<file path="config.mk">
export PLATFORM = sky130hd
export DESIGN_NAME = stage2_decode
export DESIGN_NICKNAME = d
export VERILOG_FILES = /design/src/rtl/stage2_decode.sv
export SDC_FILE = /design/constraint.sdc
export NUM_CORES = 2
export LEC_CHECK = 0
export ABC_AREA = 1
export CAP_MARGIN = 20
export CORE_AREA = 3 3 404 406
export DETAILED_ROUTE_END_ITERATION = 6
export DIE_AREA = 0 0 407 409
export PLACE_DENSITY_LB_ADDON = 0.25
export SYNTH_ARGS = -nofsm -noshare
export SYNTH_HDL_FRONTEND = slang
export SYNTH_SLANG_ARGS = --single-unit
</file>
<file path="constraint.sdc">
create_clock -name clk -period 97 [get_ports clk]
set_input_delay 19.4 -clock clk [delete_from_list [all_inputs] [get_ports clk]]
set_output_delay 19.4 -clock clk [all_outputs]
set_load 0.01 [all_outputs]
</file>
<file path="src/rtl/stage2_decode.sv">
// RV32I decode stage: register file with write-through, immediate/control decode,
// load-use hazard detection and the ID/EX pipeline register.
module stage2_decode (
  input  logic        clk,
  input  logic        reset,
  input  logic [31:0] ifidINST,
  input  logic [31:0] ifidPc,
  input  logic        flush,
  input  logic        wbRegWrite,
  input  logic [4:0]  wbRd,
  input  logic [31:0] wbData,
  output logic        pcWrite,
  output logic        ifidWrite,
  output logic [31:0] idexPc,
  output logic [31:0] idexRs1Data,
  output logic [31:0] idexRs2Data,
  output logic [31:0] idexImm,
  output logic [4:0]  idexRs1,
  output logic [4:0]  idexRs2,
  output logic [4:0]  idexRd,
  output logic [2:0]  idexFunct3,
  output logic [3:0]  idexAluCtrl,
  output logic        idexAluSrc,
  output logic        idexPcSrcA,
  output logic        idexMemRead,
  output logic        idexMemWrite,
  output logic        idexRegWrite,
  output logic        idexMemToReg,
  output logic        idexBranch,
  output logic        idexJump
);

  localparam logic [6:0] OpReg    = 7'b0110011;
  localparam logic [6:0] OpImm    = 7'b0010011;
  localparam logic [6:0] OpLoad   = 7'b0000011;
  localparam logic [6:0] OpStore  = 7'b0100011;
  localparam logic [6:0] OpBranch = 7'b1100011;
  localparam logic [6:0] OpJal    = 7'b1101111;
  localparam logic [6:0] OpJalr   = 7'b1100111;
  localparam logic [6:0] OpLui    = 7'b0110111;
  localparam logic [6:0] OpAuipc  = 7'b0010111;

  localparam logic [3:0] AluAdd   = 4'd0;
  localparam logic [3:0] AluSub   = 4'd1;
  localparam logic [3:0] AluSll   = 4'd2;
  localparam logic [3:0] AluSlt   = 4'd3;
  localparam logic [3:0] AluSltu  = 4'd4;
  localparam logic [3:0] AluXor   = 4'd5;
  localparam logic [3:0] AluSrl   = 4'd6;
  localparam logic [3:0] AluSra   = 4'd7;
  localparam logic [3:0] AluOr    = 4'd8;
  localparam logic [3:0] AluAnd   = 4'd9;
  localparam logic [3:0] AluPassB = 4'd10;

  typedef struct packed {
    logic [31:0] pc;
    logic [31:0] rs1_data;
    logic [31:0] rs2_data;
    logic [31:0] imm;
    logic [4:0]  rs1;
    logic [4:0]  rs2;
    logic [4:0]  rd;
    logic [2:0]  funct3;
    logic [3:0]  alu_ctrl;
    logic        alu_src;
    logic        pc_src_a;
    logic        mem_read;
    logic        mem_write;
    logic        reg_write;
    logic        mem_to_reg;
    logic        branch;
    logic        jump;
  } idex_t;

  logic [6:0]  opcode;
  logic [4:0]  rs1, rs2, rd;
  logic [2:0]  funct3;
  logic        funct7_b5;
  logic [31:0] imm_i, imm_s, imm_b, imm_u, imm_j;
  logic [31:0] rs1_data, rs2_data;
  logic        wb_en;
  logic        rs1_used, rs2_used, valid, hazard;
  logic [3:0]  alu_r, alu_i;
  idex_t       dec, idex_d, idex_q;
  logic [31:0] rf_q [32];
  logic [31:0] rf_d [32];

  assign opcode    = ifidINST[6:0];
  assign rd        = ifidINST[11:7];
  assign funct3    = ifidINST[14:12];
  assign rs1       = ifidINST[19:15];
  assign rs2       = ifidINST[24:20];
  assign funct7_b5 = ifidINST[30];

  assign imm_i = {{20{ifidINST[31]}}, ifidINST[31:20]};
  assign imm_s = {{20{ifidINST[31]}}, ifidINST[31:25], ifidINST[11:7]};
  assign imm_b = {{19{ifidINST[31]}}, ifidINST[31], ifidINST[7], ifidINST[30:25],
                  ifidINST[11:8], 1'b0};
  assign imm_u = {ifidINST[31:12], 12'b0};
  assign imm_j = {{11{ifidINST[31]}}, ifidINST[31], ifidINST[19:12], ifidINST[20],
                  ifidINST[30:21], 1'b0};

  // Register file; x0 is never written and always reads as zero.
  assign wb_en = wbRegWrite && (wbRd != 5'd0);

  always_comb begin
    rf_d = rf_q;
    if (wb_en) rf_d[wbRd] = wbData;
  end

  always_ff @(posedge clk or posedge reset) begin
    if (reset) begin
      for (int i = 0; i < 32; i++) rf_q[i] <= '0;
    end else begin
      rf_q <= rf_d;
    end
  end

  always_comb begin
    if (rs1 == 5'd0)                 rs1_data = '0;
    else if (wb_en && (wbRd == rs1)) rs1_data = wbData;
    else                             rs1_data = rf_q[rs1];
    if (rs2 == 5'd0)                 rs2_data = '0;
    else if (wb_en && (wbRd == rs2)) rs2_data = wbData;
    else                             rs2_data = rf_q[rs2];
  end

  function automatic logic [3:0] alu_decode(input logic [2:0] f3, input logic alt_add,
                                            input logic alt_shift);
    logic [3:0] op;
    unique case (f3)
      3'b000:  op = alt_add ? AluSub : AluAdd;
      3'b001:  op = AluSll;
      3'b010:  op = AluSlt;
      3'b011:  op = AluSltu;
      3'b100:  op = AluXor;
      3'b101:  op = alt_shift ? AluSra : AluSrl;
      3'b110:  op = AluOr;
      default: op = AluAnd;
    endcase
    return op;
  endfunction

  // OP-IMM never subtracts; only the shift-right form honours funct7[5].
  assign alu_r = alu_decode(funct3, funct7_b5, funct7_b5);
  assign alu_i = alu_decode(funct3, 1'b0, funct7_b5);

  always_comb begin
    dec          = '0;
    dec.pc       = ifidPc;
    dec.rs1_data = rs1_data;
    dec.rs2_data = rs2_data;
    dec.rs1      = rs1;
    dec.rs2      = rs2;
    dec.rd       = rd;
    dec.funct3   = funct3;
    valid        = 1'b1;
    rs1_used     = 1'b1;
    rs2_used     = 1'b0;
    unique case (opcode)
      OpReg: begin
        dec.reg_write = 1'b1;
        dec.alu_ctrl  = alu_r;
        rs2_used      = 1'b1;
      end
      OpImm: begin
        dec.alu_src   = 1'b1;
        dec.reg_write = 1'b1;
        dec.alu_ctrl  = alu_i;
        dec.imm       = imm_i;
      end
      OpLoad: begin
        dec.alu_src    = 1'b1;
        dec.mem_read   = 1'b1;
        dec.mem_to_reg = 1'b1;
        dec.reg_write  = 1'b1;
        dec.alu_ctrl   = AluAdd;
        dec.imm        = imm_i;
      end
      OpStore: begin
        dec.alu_src   = 1'b1;
        dec.mem_write = 1'b1;
        dec.alu_ctrl  = AluAdd;
        dec.imm       = imm_s;
        rs2_used      = 1'b1;
      end
      OpBranch: begin
        dec.branch   = 1'b1;
        dec.alu_ctrl = AluSub;
        dec.imm      = imm_b;
        rs2_used     = 1'b1;
      end
      OpJal: begin
        dec.jump      = 1'b1;
        dec.reg_write = 1'b1;
        dec.pc_src_a  = 1'b1;
        dec.alu_src   = 1'b1;
        dec.alu_ctrl  = AluAdd;
        dec.imm       = imm_j;
        rs1_used      = 1'b0;
      end
      OpJalr: begin
        dec.jump      = 1'b1;
        dec.reg_write = 1'b1;
        dec.alu_src   = 1'b1;
        dec.alu_ctrl  = AluAdd;
        dec.imm       = imm_i;
      end
      OpLui: begin
        dec.alu_src   = 1'b1;
        dec.reg_write = 1'b1;
        dec.alu_ctrl  = AluPassB;
        dec.imm       = imm_u;
        rs1_used      = 1'b0;
      end
      OpAuipc: begin
        dec.pc_src_a  = 1'b1;
        dec.alu_src   = 1'b1;
        dec.reg_write = 1'b1;
        dec.alu_ctrl  = AluAdd;
        dec.imm       = imm_u;
        rs1_used      = 1'b0;
      end
      default: valid = 1'b0;
    endcase
  end

  assign hazard = idex_q.mem_read && (idex_q.rd != 5'd0) &&
                  (((idex_q.rd == rs1) && rs1_used) || ((idex_q.rd == rs2) && rs2_used));

  assign pcWrite   = ~hazard;
  assign ifidWrite = hazard;

  always_comb begin
    idex_d = dec;
    if (!valid || flush || hazard) begin
      idex_d.rd         = '0;
      idex_d.alu_ctrl   = '0;
      idex_d.alu_src    = 1'b0;
      idex_d.pc_src_a   = 1'b0;
      idex_d.mem_read   = 1'b0;
      idex_d.mem_write  = 1'b0;
      idex_d.reg_write  = 1'b0;
      idex_d.mem_to_reg = 1'b0;
      idex_d.branch     = 1'b0;
      idex_d.jump       = 1'b0;
    end
  end

  always_ff @(posedge clk or posedge reset) begin
    if (reset) idex_q <= '0;
    else       idex_q <= idex_d;
  end

  assign idexPc       = idex_q.pc;
  assign idexRs1Data  = idex_q.rs1_data;
  assign idexRs2Data  = idex_q.rs2_data;
  assign idexImm      = idex_q.imm;
  assign idexRs1      = idex_q.rs1;
  assign idexRs2      = idex_q.rs2;
  assign idexRd       = idex_q.rd;
  assign idexFunct3   = idex_q.funct3;
  assign idexAluCtrl  = idex_q.alu_ctrl;
  assign idexAluSrc   = idex_q.alu_src;
  assign idexPcSrcA   = idex_q.pc_src_a;
  assign idexMemRead  = idex_q.mem_read;
  assign idexMemWrite = idex_q.mem_write;
  assign idexRegWrite = idex_q.reg_write;
  assign idexMemToReg = idex_q.mem_to_reg;
  assign idexBranch   = idex_q.branch;
  assign idexJump     = idex_q.jump;

endmodule

</file>
==> impl_metrics.py <==
metrics = {
    "synthesis": {
        "synth_warnings": 0,
        "async_flop_share_pct": 100.0,
        "synth_cell_types": 36,
        "synthFlopType": "dfrtp_1",
        "synth_area_per_cell_um2": 6.990,
        "synth-edff-count": 0,
        "syn_area_um2": 63940,
        "syn_nets": 9252,
        "yosys_register_bits": 1181,
        "synth.area.top_cells": "dfrtp_1 (46%), nand2_1 (19%), nand3_1 (9.3%), o21ai_0 (8.6%), inv_1 (4.3%)",
        "synth_top_area_cell": "dfrtp_1",
        "synth_sequential_area_ratio_pct": 46.22,
        "syn_inst": 9147,
        "synth.top_cell.area_share_pct": 46.22,
    },
    "place": {
        "io_buffers": 264,
        "hpwl_um": 138300,
        "dp_slack_ps": 55810,
        "gp_congestion": 0.8965,
    },
    "worst_setup_path": {
        "crit_buf_inv": 4,
        "cp-start-kind": "primary input",
        "endpoint_kind": "output pin",
        "worstSetupPathType": "in2out",
        "max_stage_delay_ps": 560,
        "cp_slowest_cell": "clkdlybuf4s50_1",
        "cp.required_ps": 77600,
        "critical_path.top_delay_family": "simple AND/OR/NAND/NOR gates",
        "crit_chain": "clkdlybuf4s50_1 > inv_1 > nor2_1 > nand3_1 > nand2_1 > inv_2 > nand3_1 > nand2_1 > nand2_1 > clkdlybuf4s50_1",
        "cpMostUsedCell": "nand2_1",
        "cp.arrival_ps": 21860,
        "crit_fanout": 14,
    },
    "floorplan": {
        "core_um2": 160200,
        "die-height_um": 409,
        "initial_utilization_pct": 39.91,
        "die_x_um": 407,
        "rows": 147,
        "pin_count": 265,
        "die_area_um2": 166500,
    },
    "layout": {
        "area_delta_synth_final_pct": 12.22,
        "drive_above_1_share_pct": 4.409,
        "nets": 9031,
    },
    "pwr": {
        "irDropWorstVdd_v": 0.00001416,
        "p_leak_nw": 34.38,
        "powerDensity_nw_per_um2": 19.95,
    },
    "sta": {
        "fmax_mhz": 24.23,
        "fin_crit_ps": 41260,
        "fin_crit_sh_pct": 42.54,
        "drv_slew": 0,
        "clock_skew_ps": 37.73,
        "worstMarginPinSlew_ps": 1256,
        "slew_headroom_pct": 16.29,
        "hold_viol": 0,
        "setup_tns_ps": 0,
        "worst_slack_ps": 55740,
        "rsz0062_at_grt": "false",
        "finalSetupViolCount": 0,
    },
    "hold_path": {
        "min_path_type": "reg2reg",
    },
    "grt": {
        "track_usage_pct": 29.91,
        "grt_pass1_vias": 58320,
        "antenna_found_initial": 17,
        "overflow": 0,
        "grt_first_pass_wirelength_um": 376300,
        "grt_max_degree": 167,
    },
    "status": {
        "violations": "DRC",
        "outcome": "finished with violations",
    },
    "cts": {
        "root_buffer": "clkbuf_16",
        "h-tree-depth": 4,
        "cts_inserted_buffers": 139,
        "post-cts-setup-buffers": 0,
        "cts_sinks": 1181,
        "clkSlewWorstSetupHoldPaths_ps": 60,
        "cts_buffer_depth": 3,
        "hold_buffers": 0,
        "cts_tree": "built",
        "clock_latency_ps": 800,
        "cts_resized": 0,
    },
    "drt": {
        "vias": 62980,
        "first_iter_violations": 9017,
        "vias_per_cell": 5.622,
        "drc_errors": 18,
        "drt-wirelength-per-cell_um": 22.63,
        "antenna_left": 0,
        "wirelength_um": 253500,
        "drtPass1Iterations": 7,
    },
    "run": {
        "max-cap-violations": 0,
    },
}
==> power by group <==
part,total [mW],internal (mW),switching (mW)
logic,0.280,0.0977,0.182
registers,0.631,0.578,0.0535
clock network,0.520,0.302,0.217
==> cells in the mapped netlist, types with 3 or more instances <==
| cell | count |
|---|---|
| buf_1 | 58 |
| o211ai_1 | 114 |
| nor2_2 | 5 |
| o21ai_0 | 1101 |
| clkbuf_1 | 374 |
| nor3_2 | 4 |
| nand2_4 | 8 |
| nand4_1 | 3 |
| nand2_2 | 19 |
| inv_2 | 14 |
| nor3_1 | 5 |
| clkinv_1 | 4 |
| dfrtp_1 | 1181 |
| a21oi_1 | 173 |
| o22ai_1 | 16 |
| o21ai_1 | 99 |
| nor2_1 | 453 |
| nand3_1 | 1188 |
| xnor2_1 | 8 |
| buf_4 | 15 |
| nor3_4 | 7 |
| nand2_1 | 3263 |
| inv_1 | 735 |
| xor2_1 | 4 |
| nor2_4 | 3 |
| buf_2 | 282 |
==> final timing paths <==
kind	start	end	slack (ps)	depth (start not counted)
worst max-delay path	ifidINST[4]	pcWrite	55740	10
worst min-delay path	rf_q[1018]	rf_q[1018]	370	0
worst max register to register	idexRd[1]	idexAluCtrl[2]	94850	9
worst min register to register	rf_q[1018]	rf_q[1018]	370	0
max in group asynchronous	reset	idexPc[13]	74630	6
min in group asynchronous	reset	idexRd[2]	19180	2
==> cells in the final DEF (no fill, tap or decap), drive strengths merged <==
cell / instances
nand3: 1189
nand4: 3
bufinv: 3
nor4: 1
a21oi: 173
clkinvlp: 3
buf: 115
a31oi: 1
nor2: 462
clkdlybuf4s50: 254
o22ai: 16
clkbuf: 213
xor2: 4
or2: 1
o221ai: 1
clkinv: 25
diode: 14
and3: 1
nor3: 16
o21ai: 1200
xnor2: 8
dfrtp: 1181
nand2: 3290
inv: 754
o211ai: 114
==> through the flow <==
stage	power, mW	util, %	instance area, um^2	hold WS [ps]	cells
final	1.431	44.79	71750	374.2	11200
after global routing	1.508	44.77	71730	381.6	11190
after CTS	1.432	44.71	71620	377.8	11180
after detailed placement	0.9123	41.93	67170	365.6	10940
after global placement	0.9027	41.91	67150	364.6	10940
after floorplan	0.8258	-	63940	429.0	9147
==> registers in the layout, indices dropped and copies added (netlist names) <==
signal,count
idexJump,1
idexMemWrite,1
idexFunct3,3
idexMemRead,1
idexAluCtrl,4
idexRs2,5
idexRs2Data,32
idexRs1,5
idexImm,32
idexAluSrc,1
idexRs1Data,32
idexRegWrite,1
idexRd,5
idexPc,32
idexPcSrcA,1
idexBranch,1
rf_q,1024
==> area by class of cell <==
cell class	instances	area, um^2
Antenna cell	14	35.03
Multi-Input combinational cell	6480	28490
Sequential cell	1181	29550
Clock inverter	31	300.3
Inverter	754	2873
Tap cell	2160	2703
Timing Repair Buffer	370	3642
Fill cell	16090	88450
Clock buffer	212	4149
==> layer usage <==
layer,vias up,global-route usage (%),wire length [um]
met5,-,0,36
met4,6,15.44,13210
met3,716,7.472,31090
met2,3764,43.67,106600
met1,29860,40.88,102600
li1,28630,-,-
==> logic make-up after synthesis <==
kind of cell	synth area share, %
AO/OA/AOI/OAI	12.27
XOR/XNOR	0.1644
buffers and inverters	9.393
flip-flops	46.22
AND/OR/NAND/NOR	31.95
No activity file was read; power rests on OpenSTA's default activity.
